--- config.mk ---
export PLATFORM = sky130hd
export DESIGN_NAME = hp35_rom_sequencer
export DESIGN_NICKNAME = d
export VERILOG_FILES = /design/src/rtl/hp35_rom_sequencer.sv
export SDC_FILE = /design/constraint.sdc
export NUM_CORES = 1
export LEC_CHECK = 0
export CAP_MARGIN = 20
export CELL_PAD_IN_SITES_DETAIL_PLACEMENT = 1
export CELL_PAD_IN_SITES_GLOBAL_PLACEMENT = 1
export CORE_MARGIN = 2
export CORE_UTILIZATION = 42
export CTS_BUF_LIST = sky130_fd_sc_hd__clkbuf_4 sky130_fd_sc_hd__clkbuf_8
export DETAILED_ROUTE_END_ITERATION = 8
export GPL_TIMING_DRIVEN = 0
export HOLD_SLACK_MARGIN = 0.12
export PLACE_DENSITY_LB_ADDON = 0.1
export SLEW_MARGIN = 20
export SYNTH_ARGS = -nofsm -noshare
export SYNTH_HDL_FRONTEND = slang
export SYNTH_SLANG_ARGS = --single-unit
--- constraint.sdc ---
create_clock -name clk -period 5 [get_ports clk]
set_input_delay 1 -clock clk [delete_from_list [all_inputs] [get_ports clk]]
set_output_delay 1 -clock clk [all_outputs]
set_load 0.02 [all_outputs]
--- src/rtl/hp35_rom_sequencer.sv ---
// ---------------------------------------------------------------------------
// hp35_rom_sequencer
//
// Word-time sequencer for the HP-35 ROM bank. Counts the 56 bit-times of a
// word cycle, captures the serial ROM address sent by the control & timing
// chip, drives the held address and a one-hot chip select to the ROMs, and
// serialises the selected ROM's 10-bit instruction onto is_out during the
// sync window. ROM-select instructions seen on the bus are queued and take
// effect at the next address load, so the current word always finishes on
// the ROM that started it.
//
// Ports:
//   clk        in   bit-time clock, all state on posedge
//   rst_n      in   async active-low reset
//   run        in   1 = advance, 0 = freeze all state (sync/is_out/word_start low)
//   ia         in   serial address bit, LSB first, bt ADDR_START..ADDR_START+7
//   rom_data   in   [9:0] instruction from selected ROM, valid by bt SYNC_START-1
//   rom_addr   out  [7:0] held word address for all ROMs
//   rom_sel    out  [NUM_ROMS-1:0] one-hot ROM enable
//   sync       out  high during the 10-bit instruction window
//   is_out     out  serial instruction, LSB first, 0 outside the window
//   bt         out  [5:0] current bit-time 0..WORD_BITS-1
//   word_start out  high when bt==0 and running
//
// Configuration macro:
//   HP35_SEL_DELAY_EN  when defined, a queued ROM select waits one extra full
//                      word before it is applied; a newer select replaces it
//                      and restarts the wait.
// ---------------------------------------------------------------------------
module hp35_rom_sequencer #(
    parameter int WORD_BITS  = 56,
    parameter int NUM_ROMS   = 3,
    parameter int ADDR_START = 19,
    parameter int SYNC_START = 45
) (
    input  logic                clk,
    input  logic                rst_n,
    input  logic                run,
    input  logic                ia,
    input  logic [9:0]          rom_data,
    output logic [7:0]          rom_addr,
    output logic [NUM_ROMS-1:0] rom_sel,
    output logic                sync,
    output logic                is_out,
    output logic [5:0]          bt,
    output logic                word_start
);

    // Bit-time landmarks, sized to the counter so every compare is 6 bits.
    localparam logic [5:0] LP_BT_LAST    = 6'(WORD_BITS - 1);
    localparam logic [5:0] LP_ADDR_FIRST = 6'(ADDR_START);
    localparam logic [5:0] LP_ADDR_LAST  = 6'(ADDR_START + 7);
    localparam logic [5:0] LP_ADDR_LOAD  = 6'(ADDR_START + 8);
    localparam logic [5:0] LP_CAPTURE    = 6'(SYNC_START - 1);
    localparam logic [5:0] LP_SYNC_FIRST = 6'(SYNC_START);
    localparam logic [5:0] LP_SYNC_LAST  = 6'(SYNC_START + 9);
    localparam logic [3:0] LP_NUM_ROMS   = 4'(NUM_ROMS);
    localparam logic [NUM_ROMS-1:0] LP_SEL_ROM0 = {{(NUM_ROMS-1){1'b0}}, 1'b1};

    // Queued-select tracker. SEL_WAIT is only entered in the delayed build.
    typedef enum logic [1:0] {
        SEL_IDLE  = 2'd0,
        SEL_WAIT  = 2'd1,
        SEL_ARMED = 2'd2
    } sel_state_t;

    logic [5:0]          r_bt;
    logic [7:0]          r_addr_sr;
    logic [7:0]          r_rom_addr;
    logic [NUM_ROMS-1:0] r_rom_sel;
    logic [9:0]          r_inst_sr;
    logic [2:0]          r_pend_n;
    sel_state_t          r_sel_state;

    sel_state_t          w_sel_state_nxt;
    logic                w_sel_apply;
    logic                w_addr_shift;
    logic                w_addr_load;
    logic                w_capture;
    logic                w_sync;
    logic                w_sel_take;

    // Every action is qualified by run so that a frozen sequencer resumes
    // exactly where it stopped.
    assign w_addr_shift = run && (r_bt >= LP_ADDR_FIRST) && (r_bt <= LP_ADDR_LAST);
    assign w_addr_load  = run && (r_bt == LP_ADDR_LOAD);
    assign w_capture    = run && (r_bt == LP_CAPTURE);
    assign w_sync       = run && (r_bt >= LP_SYNC_FIRST) && (r_bt <= LP_SYNC_LAST);

    // Select instruction: low 7 bits 0010000, target ROM in [9:7]; targets
    // beyond the populated ROMs are dropped.
    assign w_sel_take = w_capture && (rom_data[6:0] == 7'b0010000)
                        && ({1'b0, rom_data[9:7]} < LP_NUM_ROMS);

    // NOTE: every variable driven here gets a default first, so no path can
    // leave it unassigned and infer a latch.
    always_comb begin
        w_sel_state_nxt = r_sel_state;
        w_sel_apply     = 1'b0;
        if (w_sel_take) begin
`ifdef HP35_SEL_DELAY_EN
            w_sel_state_nxt = SEL_WAIT;
`else
            w_sel_state_nxt = SEL_ARMED;
`endif
        end else if (w_addr_load) begin
            case (r_sel_state)
                SEL_WAIT:  w_sel_state_nxt = SEL_ARMED;
                SEL_ARMED: begin
                    w_sel_state_nxt = SEL_IDLE;
                    w_sel_apply     = 1'b1;
                end
                default:   w_sel_state_nxt = r_sel_state;
            endcase
        end
    end

    // NOTE: sequential state uses non-blocking assignments so every register
    // sees the pre-edge value of every other register.
    always_ff @(posedge clk or negedge rst_n) begin
        if (!rst_n) begin
            r_sel_state <= SEL_IDLE;
        end else begin
            r_sel_state <= w_sel_state_nxt;
        end
    end

    always_ff @(posedge clk or negedge rst_n) begin
        if (!rst_n) begin
            r_bt       <= '0;
            r_addr_sr  <= '0;
            r_rom_addr <= '0;
            r_rom_sel  <= LP_SEL_ROM0;
            r_inst_sr  <= '0;
            r_pend_n   <= '0;
        end else begin
            if (run) begin
                r_bt <= (r_bt == LP_BT_LAST) ? 6'd0 : r_bt + 6'd1;
            end

            if (w_addr_shift) begin
                r_addr_sr <= {ia, r_addr_sr[7:1]};
            end

            if (w_addr_load) begin
                r_rom_addr <= r_addr_sr;
            end

            // Capture sits one bit-time before the window, so the two
            // branches never compete.
            if (w_capture) begin
                r_inst_sr <= rom_data;
            end else if (w_sync) begin
                r_inst_sr <= {1'b0, r_inst_sr[9:1]};
            end

            if (w_sel_take) begin
                r_pend_n <= rom_data[9:7];
            end

            if (w_sel_apply) begin
                r_rom_sel <= LP_SEL_ROM0 << r_pend_n;
            end
        end
    end

    assign bt         = r_bt;
    assign rom_addr   = r_rom_addr;
    assign rom_sel    = r_rom_sel;
    assign sync       = w_sync;
    assign is_out     = w_sync & r_inst_sr[0];
    // Gated by rst_n so the pulse is low while reset holds the counter at 0.
    assign word_start = run & rst_n & (r_bt == 6'd0);

endmodule

==> results.yml, run 1 <==
sta:
  setup_tns_ps: 0
  setup_ws_ps: 815
  hold_violations: 0
  slew_headroom_pct: 49.4
  worst_pin_slew_ps: 757
  rsz0062_at_grt: "no"
  fin_crit_sh_pct: 83.7
  min_period_ps: 4190
  slew_viol_final: 0
  setup_viol: 0
  fmax_mhz: 239
  finClkSkew_ps: 5.49
  whs_ps: 492
synth:
  synth_area_per_cell_um2: 12.3
  yosys_warnings: 0
  syn_inst: 149
  post_synth_instance_area_mm2: 0.00183
  synth_cell_type_count: 35
  ys_ff_latch: 39
  synth_nets: 168
  seq_area_frac_synth_pct: 53.3
clock_network:
  postCtsSetupRepairBufs: 0
  cts_tree: "done"
  clk_pin_slew_worst_paths_ps: 70
  clk_path_buf_depth: 2
  cts.sinks: 39
  holdBufCountCts: 0
  htree_levels: 2
  clk_latency_ps: 290
  cts_root_buf: "clkbuf_8"
  numCtsBuffers: 5
  cts-resized-gates: 0
floorplanning:
  row_count: 24
  core_area_mm2: 0.00429
  chipHeight_um: 70.1
  die_area_mm2: 0.00491
  initial_utilization_pct: 42.7
  ios: 34
  die_w_um: 70.1
run:
  max-cap-violations: 0
critical_path:
  endpoint_kind: "output pin"
  slowest_stage: "clkdlybuf4s50_1"
  crit_path_start_kind: "input port"
  critPathMaxStageDelay_ps: 620
  cp.required_ps: 4000
  cp.arrival_ps: 3190
  worstPathMaxFanout: 10
  crit_path_frequent_cell: "clkdlybuf4s50_1"
  path_class: "input port to output pin"
  crit_path_cell_trace: "clkdlybuf4s50_1 -> clkbuf_1 -> a32oi_2 -> buf_4 -> nor2b_1 -> clkdlybuf4s50_1"
status:
  status: "finished clean"
drt:
  drc: 0
  ant_nets: 0
  drtPass1Iterations: 4
  first_iter_violations: 60
  routed_via_density: 5.35
  wl_per_cell_um: 15.4
  vias: 1301
  wirelength_um: 3740
power_and_ir_drop:
  power_switching_mw: 0.334
  powerDensity_mw_per_mm2: 455
  clockPowerShare_pct: 28.9
  power.internal_mw: 0.752
  combPwrFrac_pct: 30.0
  pwr-share-seq_pct: 41.1
  switching_share_pct: 30.8
  max-vdd-ir-drop_uv: 187
  p_leak_nw: 1.17
finish:
  postLayoutCoreUtil_pct: 55.6
  layout-drive-gt1-share_pct: 21.5
  antenna_cells: 0
  syn2layout_area_growth_pct: 30.2
  fin_area_mm2: 0.00239
  fin_nets: 209
  fillCellCount: 449
global_route:
  grt_pass1_wl_um: 6470
  overflow: 0
  grt_pass1_vias: 1395
  antenna_found_initial: 0
  grt_max_degree: 24
  grt.total_usage_pct: 16.9
min_path:
  min_path_type: "flop to flop"
place:
  place_ws_ps: 887
  postPlaceCellArea_mm2: 0.00225
  portBuffers: 33
  gp_congestion: 0.733
  dp_hpwl_um: 2890
## cells in the mapped netlist
| cell | number | area share, % |
|---|---|---|
| dfrtp_1 | 38 | 52 |
| mux2_2 | 22 | 14 |
| nor2_1 | 12 | 2.5 |
| a21oi_1 | 9 | 2.5 |
| mux2i_1 | 9 | 4.9 |
| ha_1 | 5 | 3.4 |
| inv_1 | 5 | 1.0 |
| o21ai_0 | 5 | 1.4 |
| nand2_1 | 4 | 0.82 |
| nand3_1 | 4 | 1.1 |
| and4b_1 | 3 | 1.6 |
| clkbuf_1 | 3 | 0.61 |
| a21o_1 | 2 | 0.82 |
| buf_2 | 2 | 0.55 |
| buf_4 | 2 | 0.82 |
| nand2b_1 | 2 | 0.68 |
| nor2b_1 | 2 | 0.68 |
| nor3_1 | 2 | 0.55 |
| nor3b_1 | 2 | 0.82 |
| a2111oi_4 | 1 | 1.5 |
| a22o_1 | 1 | 0.48 |
| a32oi_2 | 1 | 0.89 |
| and2_1 | 1 | 0.34 |
| and2b_1 | 1 | 0.41 |
| and3_1 | 1 | 0.34 |
| and3b_1 | 1 | 0.48 |
| dfstp_2 | 1 | 1.4 |
| nand3_2 | 1 | 0.55 |
| nand4_1 | 1 | 0.34 |
| nor4b_1 | 1 | 0.48 |
| o211ai_1 | 1 | 0.41 |
| o311ai_2 | 1 | 0.89 |
| or4_1 | 1 | 0.41 |
| or4b_1 | 1 | 0.55 |
| xnor2_1 | 1 | 0.48 |
## metrics by stage
step                      instances  total power [mW]
after floorplan                 149             0.645
after global placement          234             0.754
after detailed placement        235             0.781
after CTS                       243              1.10
after global routing            243              1.15
final                           243              1.09
## layout by cell type, fill, tap and decap left out, drive strengths merged
cell | synthesis | final
dfrtp | 38 | 38
clkdlybuf4s50 | 0 | 32
mux2 | 22 | 22
nor2 | 12 | 12
mux2i | 9 | 9
a21oi | 9 | 9
clkbuf | 3 | 9
buf | 4 | 6
inv | 5 | 5
o21ai | 5 | 5
ha | 5 | 5
nand3 | 5 | 5
nand2 | 4 | 4
and4b | 3 | 3
nand2b | 2 | 2
nor2b | 2 | 2
nor3b | 2 | 2
nor3 | 2 | 2
a21o | 2 | 2
bufinv | 0 | 2
a32oi | 1 | 1
nor4b | 1 | 1
and3b | 1 | 1
o311ai | 1 | 1
and3 | 1 | 1
and2 | 1 | 1
nand4 | 1 | 1
o211ai | 1 | 1
a22o | 1 | 1
or4 | 1 | 1
or4b | 1 | 1
a2111oi | 1 | 1
and2b | 1 | 1
xnor2 | 1 | 1
dfstp | 1 | 1
## power by group through the flow
stage	Combinational (mW)	Sequential [mW]	Clock (mW)
finish	0.326	0.446	0.314
global route	0.358	0.456	0.332
CTS	0.331	0.447	0.323
detailed placement	0.330	0.451	0
global placement	0.310	0.443	0
floorplan	0.178	0.468	0
## final timing paths
kind / from / endpoint / slack [ps] / cells after the start
min in group asynchronous: rst_n / bt[4] / 650 / 1
setup / recovery: run / is_out / 810 / 6
hold / removal: r_sel_state[1] / r_sel_state[1] / 490 / 1
max in group asynchronous: rst_n / rom_sel[0] / 3820 / 2
setup reg to reg: bt[1] / r_inst_sr[2] / 3030 / 7
hold reg to reg: r_sel_state[1] / r_sel_state[1] / 490 / 1
## routing by layer
metal | track usage (%) | wire, um | up-vias
met3 | 3.90 | 160 | 7
met5 | 0 | 0 | -
met2 | 29.4 | 1960 | 30
met1 | 19.7 | 1540 | 654
li1 | - | - | 610
met4 | 7.91 | 82 | 0
## flip-flops by register name (all words and copies together), names as in the netlist
| register | count |
|---|---|
| r_inst_sr | 10 |
| r_addr_sr | 8 |
| rom_addr | 8 |
| bt | 6 |
| r_pend_n | 3 |
| rom_sel | 3 |
| r_sel_state | 1 |
## cell families after synthesis
group           after synthesis  share of synthesized area (%)
simple gates                 40                           12.6
flops                        39                           53.3
compound gates               21                           8.80
buf+inv                      12                           3.00
fa+ha+maj                     5                           3.41
mux                          31                           18.4
xor+xnor                      1                          0.478
## layout make-up
| class | count | area, um2 | share of cell area, % |
|---|---|---|---|
| Clock buffer | 6 | 76.3 | 3.20 |
| Multi-Input combinational cell | 98 | 802 | 33.6 |
| Timing Repair Buffer | 34 | 353 | 14.8 |
| Tap cell | 52 | 65.1 | 2.72 |
| Buffer | 7 | 36.3 | 1.52 |
| Inverter | 5 | 18.8 | 0.786 |
| Clock inverter | 2 | 60.1 | 2.51 |
| Sequential cell | 39 | 977 | 40.9 |
## critical path, delay by kind of cell
family / cells / cell delay [ps]
and+or+nand+nor: 1 / 160
AOI/OAI and AO/OA: 1 / 250
buffers and inverters: 4 / 1770
Note: power is estimated with default switching activity, not from simulation.
==> run 2: changes to the inputs <==
- CORE_UTILIZATION: 42 -> 39
- clock period: 5 -> 3.53 ns (I/O delays scaled with it)
==> run 2 against run 1 <==
Routed wire length decreased by 0.64%. Non-clock buffer count unchanged. Critical endpoint is now word_start. Largest cell class unchanged. Cell count unchanged.
==> results.yml, run 2 (synthesis gave the netlist of run 1 again) <==
global_route:
  antenna_found_initial: 0
  grt_pass1_wl_um: 6360
  overflow: 0
  grt_pass1_vias: 1420
  grt.total_usage_pct: 15.6
  grt_max_degree: 29
critical_path:
  reg2reg_depth: 3
  endpoint: "word_start"
  critPathLaunch: "run"
  r2r-end: "r_addr_sr[5]"
  cp.required_ps: 2820
  cp.arrival_ps: 2590
  crit_path_start_kind: "input port"
  path_class: "input port to output pin"
  r2r_slack_ps: 1570
  endpoint_kind: "output pin"
  worstPathMaxFanout: 10
  rr_startpoint: "bt[0]"
drt:
  routed_via_density: 5.17
  ant_nets: 0
  vias: 1257
  wirelength_um: 3710
  wl_per_cell_um: 15.3
  drc: 0
  drtPass1Iterations: 4
  first_iter_violations: 69
floorplanning:
  initial_utilization_pct: 41.3
  row_count: 24
  die_w_um: 72.6
  ios: 34
  chipHeight_um: 72.6
  die_area_mm2: 0.00527
  core_area_mm2: 0.00444
clock_network:
  cts.sinks: 39
  numCtsBuffers: 5
  htree_levels: 2
  cts_root_buf: "clkbuf_8"
  clk_latency_ps: 290
  clk_path_buf_depth: 2
  holdBufCountCts: 0
  clk_pin_slew_worst_paths_ps: 70
  cts_tree: "done"
finish:
  syn2layout_area_growth_pct: 28.6
  layout_commonest_cell: "dfrtp_1"
  fin_nets: 209
  largest_reg_flops: 10
  regMostFlops: "r_inst_sr"
  stdcell_count: 243
  postLayoutCoreUtil_pct: 53.1
  layout-drive-gt1-share_pct: 22.0
  antenna_cells: 0
  mostFrequentLayoutCells: "dfrtp_1, clkdlybuf4s50_1, mux2_2, nor2_1"
place:
  dp.cells: 235
  dp_hpwl_um: 2900
  portBuffers: 33
  gp_congestion: 0.783
power_and_ir_drop:
  max-vdd-ir-drop_uv: 188
  powerDensity_mw_per_mm2: 619
  power_switching_mw: 0.478
  power.internal_mw: 0.983
  p_leak_nw: 1.16
  clockPowerShare_pct: 24.9
  power_mw: 1.46
  switching_share_pct: 32.7
  pwr-share-seq_pct: 43.4
  combPwrFrac_pct: 31.6
sta:
  rsz0062_at_grt: "no"
  fin_crit_sh_pct: 93.4
  setup_tns_ps: 0
  worst_pin_slew_ps: 758
  slew_viol_final: 0
  setup_viol: 0
  min_period_ps: 3300
  finClkSkew_ps: 12.4
  whs_ps: 314
  fmax_mhz: 303
  hold_violations: 0
  slew_headroom_pct: 49.4
run:
  max-cap-violations: 0
min_path:
  min_path_type: "input port to asynchronous set/reset pin"
status:
  status: "finished clean"
==> run 2: cell count changes in the layout (fill, tap and decap cells not counted), sizes merged <==
cell	delta
clkinv	+2
bufinv	-1
clkbuf	-1
==> run 2: final cells by class <==
type	instances	area, um2
Sequential cell	39	977
Tap cell	52	65.1
Fill cell	478	2090
Clock buffer	5	68.8
Timing Repair Buffer	34	345
Buffer	7	37.5
Clock inverter	3	43.8
Inverter	5	18.8
Multi-Input combinational cell	98	802
==> run 2: repair_timing <==
| action | in CTS | in global routing |
|---|---|---|
| gates resized for setup | 1 | 0 |
| endpoints found under the setup margin | 1 | 0 |
| setup buffers | 0 | 0 |
==> run 2: worst min-delay path by stage <==
stage / end / start / slack (ps)
after floorplan: bt[0] / rst_n / 410
after global placement: r_sel_state[1] / r_sel_state[1] / 460
after detailed placement: r_sel_state[1] / r_sel_state[1] / 490
after CTS: bt[3] / rst_n / 310
after global routing: bt[0] / rst_n / 320
final: r_inst_sr[0] / rst_n / 310
==> run 2: per-layer routing <==
metal	GRT usage [%]	share of wire [%]	vias to the layer above	wire length (um)
li1	-	-	607	-
met1	18.0	43	611	1610
met2	28.2	51	31	1880
met3	4.14	4.2	8	156
met4	4.94	1.8	0	67
met5	0	0	-	0
==> run 2: power groups by stage <==
| stage | Clock (mW) | Combinational [mW] | Sequential, mW |
|---|---|---|---|
| after floorplan | 0 | 0.251 | 0.662 |
| after detailed placement | 0 | 0.466 | 0.643 |
| final | 0.364 | 0.462 | 0.634 |
| after global placement | 0 | 0.440 | 0.632 |
| after global routing | 0.392 | 0.507 | 0.651 |
| after CTS | 0.378 | 0.467 | 0.633 |
==> run 2: through the flow <==
step | worst slack (ps) | area (um2)
after floorplan | 942 | 1830
after global placement | -783 | 2230
after detailed placement | -9.07 | 2240
after CTS | 224 | 2360
after global routing | 115 | 2360
final | 235 | 2360
==> run 2: critical path: stages <==
cell and delay (ps):
clkdlybuf4s50_1 490, clkbuf_2 250, nand3_1 130, nor4b_1 350, clkdlybuf4s50_1 670
==> run 3: changes to the inputs <==
- ABC_AREA: unset -> 1
- CORE_UTILIZATION: 39 -> 40
- clock period: 3.53 -> 3.15 ns (I/O delays scaled with it)
==> run 3 against run 2 <==
Via count up 38%. Non-clock buffer count is 2 lower. Die area up 5.8%. Flip-flop and latch count did not move. Sequential share of layout area down 2.4 points. Sequential power rose by 10%. Critical path type is now flop to output pin. Design area up 6.2%.
==> results.yml, run 3 <==
clock_network:
  htree_levels: 2
  clk_path_buf_depth: 2
  numCtsBuffers: 5
  cts_tree: "done"
  clk_latency_ps: 290
  cts_root_buf: "clkbuf_8"
  postCtsSetupRepairBufs: 0
  cts.sinks: 39
  cts-resized-gates: 0
  holdBufCountCts: 0
  clk_pin_slew_worst_paths_ps: 80
finish:
  regMostFlops: "r_inst_sr"
  layout-drive-gt1-share_pct: 12.1
  fin_nets: 308
  multi_input_area_um2: 896
  syn2layout_area_growth_pct: 25.4
  mostFrequentLayoutCells: "nand2_1, dfrtp_1, nand3_1, clkdlybuf4s50_1"
  regArea_um2: 977
  antenna_cells: 0
  largest_reg_flops: 10
  fillCellCount: 596
  layout_commonest_cell: "nand2_1"
  postLayoutCoreUtil_pct: 52.7
place:
  dp_hpwl_um: 3500
  gp_congestion: 0.738
  portBuffers: 32
critical_path:
  crit_path_frequent_cell: "nand2_1"
  path_class: "flop to output pin"
  critPathMaxStageDelay_ps: 600
  slowest_stage: "clkdlybuf4s50_1"
  worstPathMaxFanout: 10
  path_buf_inv: 3
  endpoint_kind: "output pin"
  crit_path_start_kind: "flop"
  cpLargestDelayFamily: "buffers and inverters"
  crit_path_cell_trace: "inv_1 -> ha_1 -> nand2_1 -> nand3_1 -> nand2_1 -> nand2_2 -> buf_6 -> nor2_1 -> clkdlybuf4s50_1"
  cp.arrival_ps: 2220
  cp.required_ps: 2520
global_route:
  antenna_found_initial: 0
  grt.total_usage_pct: 19.0
  overflow: 0
  grt_pass1_vias: 1778
  grt_max_degree: 27
  grt_pass1_wl_um: 8050
sta:
  rsz0062_at_grt: "no"
  finClkSkew_ps: 7.31
  worst_pin_slew_ps: 410
  hold_violations: 0
  whs_ps: 253
  min_period_ps: 2850
  fmax_mhz: 351
  slew_headroom_pct: 72.7
  slew_viol_final: 0
  fin_crit_sh_pct: 90.4
  setup_viol: 0
synth:
  yosys_warnings: 0
  synth_nets: 268
  synthTopCellsByCount: "nand2_1, dfrtp_1, nand3_1"
  post_synth_instance_area_mm2: 0.00200
  synth_area_per_cell_um2: 8.02
  seq_area_frac_synth_pct: 48.9
  syn_inst: 249
  yosysMostFrequentCell: "nand2_1"
  synth_ff_type: "dfrtp_1"
  synth_cell_type_count: 30
  synth_top_area_share_pct: 47.6
  yosys.area.top_type: "dfrtp_1"
  synth_edf_count: 0
  async_reset_ff_share_pct: 100
  netlist_top_cells_area: "dfrtp_1, nand2_1, nand3_1"
  ys_ff_latch: 39
min_path:
  min_path_type: "input port to asynchronous set/reset pin"
drt:
  vias: 1736
  drc: 0
  wl_per_cell_um: 13.0
  first_iter_violations: 70
  routed_via_density: 4.86
  ant_nets: 0
  wirelength_um: 4650
  drtPass1Iterations: 4
power_and_ir_drop:
  pwr-share-seq_pct: 43.0
  combPwrFrac_pct: 35.7
  max-vdd-ir-drop_uv: 266
  p_leak_nw: 1.33
  switching_share_pct: 38.9
  power.internal_mw: 0.993
  power_switching_mw: 0.632
  clockPowerShare_pct: 21.3
  powerDensity_mw_per_mm2: 649
floorplanning:
  ios: 34
  initial_utilization_pct: 42.0
  die_w_um: 74.7
  chipHeight_um: 74.7
  core_area_mm2: 0.00475
  die_area_mm2: 0.00557
  row_count: 25
status:
  status: "finished clean"
run:
  max-cap-violations: 0
run 3: cell count changes in the layout (fill, tap and decap cells not counted), moves of 8 or more:
cell	delta
a21oi_1	-8
inv_1	+11
mux2_2	-22
mux2i_1	-9
nand2_1	+95
nand3_1	+28
run 3: cell families after synthesis:
family	count (synthesis)	share of synthesized area, %
simple gates	160	35.4
flops	39	48.9
buf+inv	27	6.20
compound gates	15	5.01
fa+ha+maj	5	3.13
xor+xnor	3	1.32
run 3: worst paths after layout:
kind | startpoint | to | slack [ps] | depth (start not counted)
hold / removal | rst_n | bt[0] | 250 | 1
setup reg to reg | bt[0] | r_inst_sr[5] | 1530 | 8
max in group asynchronous | rst_n | rom_sel[0] | 2340 | 2
setup / recovery | bt[0] | is_out | 300 | 9
min in group clk | r_addr_sr[0] | rom_addr[0] | 480 | 2
hold reg to reg | r_addr_sr[0] | rom_addr[0] | 480 | 2
run 3: final cells by class:
type	count	share of cell area, %
well taps	67	3.35
clock buffers	6	3.05
multi-input cells	183	35.8
repair buffers	33	13.4
flip-flops and latches	39	39.0
inverters	21	3.15
plain buffers	6	1.80
clock inverters	2	0.500
run 3: power by group through the flow:
stage / combinational [mW] / clock, mW / sequential, mW
2_1_floorplan: 0.316 / 0 / 0.749
3_3_place_gp: 0.567 / 0 / 0.706
3_5_place_dp: 0.586 / 0 / 0.710
4_1_cts: 0.589 / 0.364 / 0.700
5_1_grt: 0.656 / 0.380 / 0.715
6_report: 0.580 / 0.346 / 0.699
run 3: worst reg2reg max path: cells and delay by family, from the launching register on:
kind | cells | cell delay [ps]
AND/OR/NAND/NOR | 5 | 540
flip-flops | 1 | 430
adder cells (fa/ha/maj) | 1 | 220
buffers and inverters | 2 | 320
run 3: metrics by stage:
stage          TNS (ps)  power, mW  setup slack (ps)  area, um2  instances
2_1_floorplan         0       1.07               990       2000        249
3_3_place_gp       -962       1.27              -962       2400        348
3_5_place_dp          0       1.30               376       2420        349
4_1_cts               0       1.65               263       2500        357
5_1_grt               0       1.75               109       2500        357
6_report              0       1.63               301       2500        357
run 3: layer usage:
layer,up-vias,GRT usage (%),routed length (um)
li1,864,-,-
met1,837,24.2,2160
met2,31,32.4,2310
met3,4,4.42,135
met4,0,5.36,51
met5,-,0,0
==> RTL edit 1: new RTL, flow settings as in run 2 <==
Register the outputs `sync`, `is_out` and `word_start`, cleared by the reset; this adds one clock of latency there. The other outputs are not delayed to match.
--- a/src/rtl/hp35_rom_sequencer.sv
+++ b/src/rtl/hp35_rom_sequencer.sv
@@ -169,6 +169,14 @@
     assign rom_sel    = r_rom_sel;
-    assign sync       = w_sync;
-    assign is_out     = w_sync & r_inst_sr[0];
     // Gated by rst_n so the pulse is low while reset holds the counter at 0.
-    assign word_start = run & rst_n & (r_bt == 6'd0);
+    always_ff @(posedge clk or negedge rst_n) begin
+        if (!rst_n) begin
+            sync       <= '0;
+            is_out     <= '0;
+            word_start <= '0;
+        end else begin
+            sync       <= w_sync;
+            is_out     <= w_sync & r_inst_sr[0];
+            word_start <= run & rst_n & (r_bt == 6'd0);
+        end
+    end
 
Function: changed (Yosys sat finds a counterexample within 4 cycles, from zero or initial values and one cycle with rst_n low).
==> RTL edit 1 against run 2 <==
Area after synthesis grew 8.4%. Utilization shrank 1.1 points. Clock skew shrank 3.1 ps. Combinational power grew 2%. Wire length grew 20%. Cell area grew 6.0%. Total power shrank 3.8%. Critical path depth shrank 1. Setup slack gained 1000 ps. Sequential cell count grew 3. Critical path type is now input pin to flop. Highest routed layer unchanged.
==> RTL edit 1: results (changes against run 2) <==
* Leading cell types by count after synthesis: dfrtp_1 (41), mux2_2 (19), nand2_1 (18)
* Crit path DAT at 2470 ps (-120 ps)
* Post-Synth Adder-Cell Area at 3.147% (-0.26 points)
* Syn_nets at 191 (+14%)
* Vias in the first global route at 1568 (+10%)
* Leakage at 1.126 nW (-2.7%)
* Flop-to-flop setup slack at 1470 ps (-100 ps)
* Hold Worst Slack at 375.2 ps (+61.41 ps)
* Synth Warn # at 0 (unchanged)
* Total track usage at 17.83% (+2.2 points)
* Post-CTS Resized at 0 (-1)
* Status: finished, final reports clean
* Area fraction in compound gates after synthesis at 8.748% (-0.052 points)
* CP Launch Type: input pin
* Pin count of the biggest net entering global routing at 24 (-17%)
* Vias at 1503 (+20%)
* First-pass GRT wire length at 7.638 mm (+20%)
* Cell count after synthesis at 172 (+15%)
* Max reg flops at 10 (unchanged)
* Clock-pin slew on the worst setup and hold paths at 80 ps
* Wirelength per Cell at 15.98 um (+4.6%)
* Dpl cells at 272 (+16%)
* Ratio of cells with drive above 1 in the final layout at 20.19% (-1.8 points)
* Fillers at 531 (+11%)
* Clk buf depth at 2 (unchanged)
* Final WL at 4.475 mm (+20%)
* Seq/Total Area, Yosys at 52.93% (-0.35 points)
* XOR/XNOR share of the synthesized area at 0.4405% (-0.037 points)
* Worst hold path type: input pin to async pin
* Final HPWL DP at 3.364 mm (+16%)
* Iter 0 DRT Violations at 72 (+4.3%)
* GPL Wtd Cong at 0.7853 (+0.35%)
* Slew @ Worst Pin at 514.2 ps (-244.0 ps)
* Fraction of registers with async set or reset after synthesis at 100.0% (unchanged)
* Multiplexer share of the synthesized area at 12.27% (-6.1 points)
* I/O Buffers at 32 (-3.0%)
* R2R Path Start: bt[0]$_DFFE_PN0P_
* Area contributors post-synth: dfrtp_1 (52%), mux2_2 (11%), o211ai_1 (4.2%)
* Worst-path maximum fanout at 4 (-6)
* VDD IR max at 0.0003120 V (+66%)
* Critical path origin: rom_data[5]
* Setup Skew at 9.288 ps (-3.111 ps)
* Nets at 231 (+11%)
-- RTL edit 1: worst max-delay path, stage by stage --
cell,delay [ps]
clkdlybuf4s50_1,430
or4_4,560
a2111oi_4,440
mux2_4,340
-- RTL edit 1: path summary, 6_finish.rpt --
check | end | cells after the start
max | r_pend_n[0]$_DFFE_PN0P_ | 4
min | rom_addr[7]$_DFFE_PN0P_ | 1
max reg2reg | r_pend_n[0]$_DFFE_PN0P_ | 6
min reg2reg | is_out$_DFF_PN0_ | 1
max in group asynchronous | rom_sel[0]$_DFFE_PN1P_ | 2
min in group clk | is_out$_DFF_PN0_ | 1
-- RTL edit 1: power by group --
group	total, mW	internal (mW)	switching (mW)
registers	0.632	0.568	0.0644
logic	0.471	0.200	0.271
clock network	0.302	0.145	0.158
total	1.41	0.913	0.493
-- RTL edit 1: kinds of logic (layout without fill, tap and decap cells) --
kind of cell / count (synthesis) / after routing
adders and majority gates: 5 / 5
and+or+nand+nor: 67 / 67
DFF: 42 / 42
muxes: 21 / 21
AOI/OAI and AO/OA: 22 / 22
buffers and inverters: 14 / 55
xor gates and xnor gates: 1 / 1
-- RTL edit 1: cell type report --
class,instances,area share [%]
flip-flops and latches,42,42.07
inverters,3,0.4502
clock buffers,6,3.052
plain buffers,11,2.201
multi-input cells,116,34.77
clock inverters,2,0.4002
repair buffers,33,13.71
well taps,67,3.352
-- RTL edit 1: metrics by stage --
stage,area [sq um],setup slack (ps),util [%]
6_report,2501,1233,51.92
5_1_grt,2501,1179,51.92
4_1_cts,2501,1235,51.92
3_5_place_dp,2415,914.3,50.13
3_3_place_gp,2392,467.7,49.66
2_1_floorplan,1988,1467,-
-- RTL edit 1: layer usage --
layer	global-route usage, %	vias to the layer above	wire [um]
met5	0	-	0
met4	6.433	0	40
met1	22.68	764	1968
li1	-	704	-
met3	4.762	4	165
met2	29.28	31	2301
==> RTL edit 2: new RTL, settings of run 2 <==
Without the edit above. The parameter `NUM_ROMS` goes from 3 to 2.
--- a/src/rtl/hp35_rom_sequencer.sv
+++ b/src/rtl/hp35_rom_sequencer.sv
@@ -31,3 +31,3 @@
     parameter int WORD_BITS  = 56,
-    parameter int NUM_ROMS   = 3,
+    parameter int NUM_ROMS   = 2,
     parameter int ADDR_START = 19,
Interface: changed (resized rom_sel); port bits go from 34 to 33. The function was not compared with the original's and may differ.
==> RTL edit 2 against run 2 <==
Total power decreased by 3.1%. Fmax decreased by 0.82%. Setup slack got worse by 27 ps. Area after synthesis increased by 1.5%. Sequential share of layout area decreased by 1.1 points. Cell area increased by 0.21%. Critical path depth increased by 2. Wire length increased by 18%. Die area increased by 1.4%. First-iteration DRC count decreased by 35%. Clock skew decreased by 7.2 ps. Non-clock buffer count unchanged. Sequential cell count decreased by 1. Critical path type unchanged. Largest cell class unchanged. Largest power group unchanged.
==> RTL edit 2: results (changes against run 2) <==
* Status: finished, final reports clean
* #MultiIn Comb at 110 (+12%)
* Max_cap viols at 0 (unchanged)
* Clock buf/inv share at 3.653% (-1.1 points)
* GPL Wtd Cong at 0.7912 (+1.1%)
* Setup Skew at 5.227 ps (-7.172 ps)
* Met1 GRT Util at 22.30% (+4.3 points)
* Via density at 5.398 (+4.4%)
* Met1 wire length at 1.919 mm (+20%)
* VDD IR max at 0.0003216 V (+71%)
* WL met3 at 114 um (-27%)
* I/O Buffers at 32 (-3.0%)
* Wirelength per Cell at 17.13 um (+12%)
* Crit path DAT at 2620 ps (+30 ps)
* # clk buffers at 6 (+1)
* Leakage at 1.061 nW (-8.4%)
* Area fraction in compound gates after synthesis at 10.62% (+1.8 points)
* Leading cell types by count after synthesis: dfrtp_1 (37), nand2_1 (19), mux2_2 (16)
* Multiplexer share of the synthesized area at 11.90% (-6.5 points)
* Synth unique cells at 42 (+20%)
* Vias in the first global route at 1498 (+5.5%)
* Yosys reg bits at 38 (-2.6%)
* NetSw at 0.5212 mW (+9.1%)
* Fillers at 498 (+4.2%)
* XOR/XNOR share of the synthesized area at 0.4704% (-0.0071 points)
* Total track usage at 18.36% (+2.7 points)
* Pre-antenna DRT Iters at 4 (unchanged)
* Multi-input combinational area share at 35.36% (+1.4 points)
* Cell count after synthesis at 160 (+7.4%)
* Pre-CTS WS at 31.69 ps (+40.75 ps)
* Clk buf depth at 2 (unchanged)
* FF+latch area at 952.2 sq um (-2.6%)
* GRT met3 Usage at 3.867% (-0.28 points)
* Clock-pin slew on the worst setup and hold paths at 80 ps
* First-pass GRT wire length at 7.307 mm (+15%)
* Top Family by Delay on Critical Path: buffers and inverters
* Design internal power at 0.8935 mW (-9.1%)
* Skew-Pair Late Insertion Delay at 300 ps
* Pin count of the biggest net entering global routing at 33 (+14%)
* Final WL at 4.385 mm (+18%)
* Slew @ Worst Pin at 303.7 ps (-454.6 ps)
* Iter 0 DRT Violations at 45 (-35%)
* Met2 usage at 31.23% (+3.0 points)
* Syn_nets at 179 (+6.5%)
* Inverters at 5 (unchanged)
* Met2 WL post-DR at 2.269 mm (+20%)
* Ratio of cells with drive above 1 in the final layout at 23.27% (+1.3 points)
* Post-Synth Adder-Cell Area at 3.360% (-0.050 points)
* Seq/Total Area, Yosys at 51.14% (-2.1 points)
* Clk pwr at 0.307 mW (-16%)
* Final HPWL DP at 3.204 mm (+10%)
* Area contributors post-synth: dfrtp_1 (50%), mux2_2 (9.7%), o211ai_1 (4.8%)
* Non-clk buf share at 16.94% (+0.71 points)
* Flop+latch power at 0.605 mW (-4.6%)
* Post-CTS Resized at 0 (-1)
* Crit path largest cell delay at 600 ps (-70 ps)
* Worst-path maximum fanout at 10 (unchanged)
* Nets at 220 (+5.3%)
[RTL edit 2: worst paths after layout]
check / from / end / slack, ps / depth (start not counted)
worst min-delay path: rst_n / r_inst_sr[1]$_DFFE_PN0P_ / 260 / 1
worst min register to register: rom_addr[5]$_DFFE_PN0P_ / rom_addr[5]$_DFFE_PN0P_ / 510 / 1
worst max register to register: bt[0]$_DFFE_PN0P_ / r_pend_n[0]$_DFFE_PN0P_ / 1640 / 6
min in group clk: rom_addr[5]$_DFFE_PN0P_ / rom_addr[5]$_DFFE_PN0P_ / 510 / 1
max in group asynchronous: rst_n / rom_sel[0]$_DFFE_PN1P_ / 2760 / 2
worst max-delay path: run / sync / 210 / 7
[RTL edit 2: metrics by stage]
step | cell area, sq um | TNS [ps]
global placement | 2250 | -656.4
CTS | 2351 | 0
floorplan | 1862 | 0
detailed placement | 2265 | 0
global route | 2364 | 0
finish | 2364 | 0
